### config.mk
export PLATFORM = sky130hd
export DESIGN_NAME = fetch_unit
export DESIGN_NICKNAME = d
export VERILOG_FILES = /design/src/rtl/fetch_unit.sv
export SDC_FILE = /design/constraint.sdc
export NUM_CORES = 1
export LEC_CHECK = 0
export ABC_AREA = 1
export BUFFER_PORTS_ARGS = -buffer_cell sky130_fd_sc_hd__clkbuf_2
export CORE_MARGIN = 10
export CORE_UTILIZATION = 40
export DETAILED_ROUTE_END_ITERATION = 6
export GPL_TIMING_DRIVEN = 0
export PLACE_DENSITY = 0.76
export SYNTH_ARGS = -nofsm -noshare
export SYNTH_HDL_FRONTEND = slang
export SYNTH_SLANG_ARGS = --single-unit
### constraint.sdc
create_clock -name clk -period 5.41 [get_ports clk]
set_clock_uncertainty 0.2 [all_clocks]
set_input_delay 1.082 -clock clk [delete_from_list [all_inputs] [get_ports clk]]
set_output_delay 1.082 -clock clk [all_outputs]
set_load 0.02 [all_outputs]
### src/rtl/fetch_unit.sv
// Instruction fetch unit: issues in-order instruction-memory requests from
// the program counter, buffers returned words with their PCs and hands them
// to decode. A redirect from execute flushes everything in flight.
`timescale 1ns/1ps
module fetch_unit #(
  parameter int DEPTH = 2
) (
  input  logic        clk,
  input  logic        nrst,
  input  logic [31:0] pc_in,
  output logic [31:0] overwrite_pc,
  output logic        overwrite_valid,
  input  logic        redirect_valid,
  input  logic [31:0] redirect_pc,
  output logic        imem_req_valid,
  input  logic        imem_req_ready,
  output logic [31:0] imem_req_addr,
  input  logic        imem_rsp_valid,
  input  logic [31:0] imem_rsp_data,
  output logic        instr_valid,
  input  logic        instr_ready,
  output logic [31:0] instr_data,
  output logic [31:0] instr_pc
);

  localparam int CNT_W = $clog2(DEPTH + 1);
  localparam int PTR_W = $clog2(DEPTH);
  localparam logic [CNT_W:0] DEPTH_W = DEPTH[CNT_W:0];

  typedef enum logic {
    RUN,
    FLUSH
  } state_t;

  state_t           state, state_nxt;
  logic [CNT_W-1:0] outstanding, occupancy;
  logic [CNT_W-1:0] discard_cnt, discard_nxt;
  logic [PTR_W-1:0] tag_wr_ptr, tag_rd_ptr;
  logic [PTR_W-1:0] buf_wr_ptr, buf_rd_ptr;

  logic [31:0] tag_mem  [DEPTH];
  logic [31:0] buf_data [DEPTH];
  logic [31:0] buf_pc   [DEPTH];

  logic credit_ok;
  logic issue;
  logic rsp_accept;
  logic rsp_on_redirect;
  logic pop;

  // Credit uses registered counts only, so a same-cycle pop does not free a slot.
  assign credit_ok = ({1'b0, outstanding} + {1'b0, occupancy}) < DEPTH_W;

  assign imem_req_addr  = {pc_in[31:2], 2'b00};
  assign imem_req_valid = nrst && credit_ok && !redirect_valid && (state == RUN);
  assign issue          = imem_req_valid && imem_req_ready;

  // Responses with nothing outstanding are protocol errors and are ignored.
  assign rsp_accept      = (state == RUN) && !redirect_valid && imem_rsp_valid &&
                           (outstanding != '0);
  assign rsp_on_redirect = imem_rsp_valid && (outstanding != '0);

  assign instr_valid = nrst && (occupancy != '0) && !redirect_valid;
  assign pop         = instr_valid && instr_ready;
  assign instr_data  = buf_data[buf_rd_ptr];
  assign instr_pc    = buf_pc[buf_rd_ptr];

  // PC control: redirect wins, otherwise hold the PC whenever nothing issues.
  always_comb begin
    // NOTE: every output of a combinational block gets a default first so no path leaves it unassigned (which would infer a latch).
    overwrite_valid = 1'b0;
    overwrite_pc    = pc_in;
    if (!nrst) begin
      overwrite_valid = 1'b0;
    end else if (redirect_valid) begin
      overwrite_valid = 1'b1;
      overwrite_pc    = redirect_pc;
    end else if (!issue) begin
      overwrite_valid = 1'b1;
    end
  end

  // Next-state and discard-count logic for the RUN/FLUSH machine.
  always_comb begin
    state_nxt   = state;
    discard_nxt = discard_cnt;
    case (state)
      RUN: begin
        if (redirect_valid) begin
          // A response arriving in the redirect cycle is already dropped here.
          discard_nxt = outstanding - CNT_W'(rsp_on_redirect);
          if (discard_nxt != '0) state_nxt = FLUSH;
        end
      end
      FLUSH: begin
        // A further redirect keeps the count; stale responses still drain it.
        if (imem_rsp_valid && (discard_cnt != '0)) begin
          discard_nxt = discard_cnt - CNT_W'(1);
          if (discard_nxt == '0) state_nxt = RUN;
        end
      end
      default: state_nxt = RUN;
    endcase
  end

  // State register with synchronous reset; reset abandons any pending discards.
  always_ff @(posedge clk) begin
    // NOTE: sequential state uses non-blocking assignments so every register samples pre-edge values.
    if (!nrst) begin
      state       <= RUN;
      discard_cnt <= '0;
    end else begin
      state       <= state_nxt;
      discard_cnt <= discard_nxt;
    end
  end

  // Counts and queue pointers; a redirect empties both queues.
  always_ff @(posedge clk) begin
    if (!nrst || redirect_valid) begin
      outstanding <= '0;
      occupancy   <= '0;
      tag_wr_ptr  <= '0;
      tag_rd_ptr  <= '0;
      buf_wr_ptr  <= '0;
      buf_rd_ptr  <= '0;
    end else begin
      outstanding <= outstanding + CNT_W'(issue) - CNT_W'(rsp_accept);
      occupancy   <= occupancy + CNT_W'(rsp_accept) - CNT_W'(pop);
      if (issue)      tag_wr_ptr <= tag_wr_ptr + PTR_W'(1);
      if (rsp_accept) tag_rd_ptr <= tag_rd_ptr + PTR_W'(1);
      if (rsp_accept) buf_wr_ptr <= buf_wr_ptr + PTR_W'(1);
      if (pop)        buf_rd_ptr <= buf_rd_ptr + PTR_W'(1);
    end
  end

  // Tag queue and instruction buffer storage.
  always_ff @(posedge clk) begin
    // NOTE: storage arrays are not reset; the pointers and counts alone decide which entries are live.
    if (issue) tag_mem[tag_wr_ptr] <= pc_in;
    if (rsp_accept) begin
      buf_data[buf_wr_ptr] <= imem_rsp_data;
      buf_pc[buf_wr_ptr]   <= tag_mem[tag_rd_ptr];
    end
  end

endmodule

==> qor.csv <==
metric,value,unit
status,"complete, no violations",
crit_required,4.13,ns
vias_per_cell,4.584,
p_leak,4.268,nW
htreeDepth,1,
drv_cap,0,
drive_above_1_share,0.6051,
ir_worst_vdd,0.0002162,V
antenna_found_initial,0,
worstPathArrival,2.16,ns
p_comb_frac,0.070,
holdWs,0.3070,ns
avgSynthCellArea,17.96,µm²
period_needed,3.446,ns
remaining_drc_errors,0,
die-area,0.02716,mm²
cts.path.max_buffers,3,
synthDominantCellAreaShare,0.6876,
tritoncts,done,
placed_area,0.01004,mm²
end_kind,output port,
placed_cells,974,
cts-hold-fix-buffers,0,
fin_cells,1012,
ios,233,
synthCells,467,
overflow,0,
die_h,164.8,µm
worst-setup-path-type,primary input to output port,
finalNetCount,837,
power.share.clock,0.405,
cts_root_buf,clkbuf_16,
core_area,0.02043,mm²
synthesis.area,0.008386,mm²
hp-class,register to register,
clk-insertion-delay-late,0.49,ns
maxSlewViolCount,0,
synth_top_cell_by_area,edfxtp_1,
drt-total-wl,17510,µm
seqPwrFrac,0.526,
vias,4639,
synth_warnings,0,
cts.sinks,205,
start_util,0.4105,
post-route-period-util,0.6369,
first_pass_iters,4,
drt-wirelength-per-cell,17.31,µm
setup-violations-final,0,
final_area,0.01069,mm²
cts.clk_slew.worst_paths,0.06,ns
dp_hpwl,12940,µm
first_iter_violations,156,
antenna_cells,0,
post_cts_resized,0,
area_delta_synth_final,27.44,%
fmax,290.2,MHz
power_density,311.5,mW/mm²
grt_pass1_wl,26250,µm
io_buffers,230,
p_sw,698.9,µW
cts_buffers,22,
synth_seq_area_share,0.7186,
die_w,164.8,µm
swShare,0.2100,
synth_cell_type_count,26,
grt_setup_unrepaired,no,
start_kind,primary input,
postRouteAntennaNets,0,
num_rows,52,
grt_pass1_vias,5025,
post_cts_buffers,0,
grt_max_degree,33,
intPower,2.630,mW
synth_area_leaders,"edfxtp_1 69%, mux2_2 13%, mux2_4 5.4%",
hold_viol_final,0,
grt_usage,0.1218,
cp_max_fo,10,
ys_ff_latch,205,
gp_congestion,0.7342,
setup_tns,0,ns
worst max-delay path: stages:
cell and delay [ns]:
clkbuf_2 0.14, nand2_2 0.24, buf_6 0.22, mux2_4 0.32, clkbuf_2 0.16
cell usage after synthesis:
master,n
mux2_4,30
nor2_4,1
inv_2,2
buf_2,10
buf_4,32
fa_1,1
nor4_1,1
dfxtp_1,13
nand2_1,16
buf_6,3
nand4_2,1
mux2_2,96
o21ai_0,5
inv_1,18
edfxtp_1,192
nor3_2,1
a21oi_1,6
xnor2_1,3
conb_1,1
xor2_1,3
nor2_1,17
ha_1,6
nand2_2,2
nand3_1,4
mux2_1,2
clkbuf_1,1
cell type report:
class | instances | area [µm²]
buffer | 46 | 327.8
clock buffer | 28 | 594.3
clock inverter | 10 | 56.30
fill | 1668 | 9743
inverter | 20 | 75.07
multi-input combinational | 197 | 1991
sequential | 205 | 6026
tap | 270 | 337.8
timing repair buffer | 236 | 1279
cells in the final DEF (no fill, tap or decap), types with 5 or more instances in the layout:
cell type  synthesis  routed
buf_12             0       5
dfxtp_1           13      13
a21oi_1            6       6
clkbuf_2           0     230
o21ai_0            5       5
clkbuf_16          0      23
mux2_4            30      30
nand2_1           16      16
mux2_2            96      96
nor2_4             1       5
clkinv_2           0       5
nor2_1            17      13
buf_2             10      10
buf_4             32      32
inv_1             18      18
ha_1               6       6
edfxtp_1         192     192
clkbuf_1           1       6
flip-flops by register name, summed over array words and instances, names as in the netlist, named ones only:
signal and flops:
buf_data 64, buf_pc 64, buf_rd_ptr 1, buf_wr_ptr 1, discard_cnt 2, occupancy 2, outstanding 2, state 1
tag_mem 64, tag_rd_ptr 1, tag_wr_ptr 1
per-stage QoR:
stage               setup WS (ns)  total power [mW]  utilization
detailed placement          1.943             2.018       0.4912
global route                1.840             3.455       0.5231
floorplan                  0.6505             1.918            -
finish                      1.964             3.329       0.5231
global placement           -1.141             2.008       0.4835
CTS                         1.944             3.379       0.5231
routing by layer:
| layer | vias to the layer above | part of all wire | GRT usage |
|---|---|---|---|
| met5 | - | 0 | 0 |
| met4 | 0 | 0.021 | 0.03341 |
| met3 | 23 | 0.072 | 0.03510 |
| met2 | 149 | 0.52 | 0.2188 |
| met1 | 2235 | 0.39 | 0.1382 |
| li1 | 2232 | - | - |
kinds of logic (layout without fill, tap and decap cells):
| kind of cell | Yosys count | count (layout) | share of synthesized area |
|---|---|---|---|
| DFF | 205 | 205 | 0.7186 |
| muxes | 128 | 128 | 0.1853 |
| buffers and inverters | 66 | 340 | 0.04804 |
| and+or+nand+nor | 43 | 43 | 0.02343 |
| AOI/OAI and AO/OA | 11 | 11 | 0.006565 |
| adders and majority gates | 7 | 7 | 0.01134 |
| xor gates and xnor gates | 6 | 6 | 0.006268 |
| other | 1 | 2 | 0.0004472 |
power groups by stage:
| stage | sequential (mW) | combinational, mW | clock, mW |
|---|---|---|---|
| 2_1_floorplan | 1.78 | 0.135 | 0 |
| 3_3_place_gp | 1.78 | 0.225 | 0 |
| 3_5_place_dp | 1.78 | 0.236 | 0 |
| 4_1_cts | 1.75 | 0.237 | 1.39 |
| 5_1_grt | 1.75 | 0.251 | 1.45 |
| 6_report | 1.75 | 0.233 | 1.35 |
final timing paths:
check / startpoint / to / slack (ns) / cells past startpoint
worst max-delay path: redirect_valid / overwrite_pc[28] / 1.96 / 5
worst min-delay path: buf_rd_ptr / register / 0.31 / 2
worst max register to register: outstanding[0] / tag_mem[0][28] / 2.87 / 7
worst min register to register: buf_rd_ptr / register / 0.31 / 2
(Power assumes the default switching activity.)
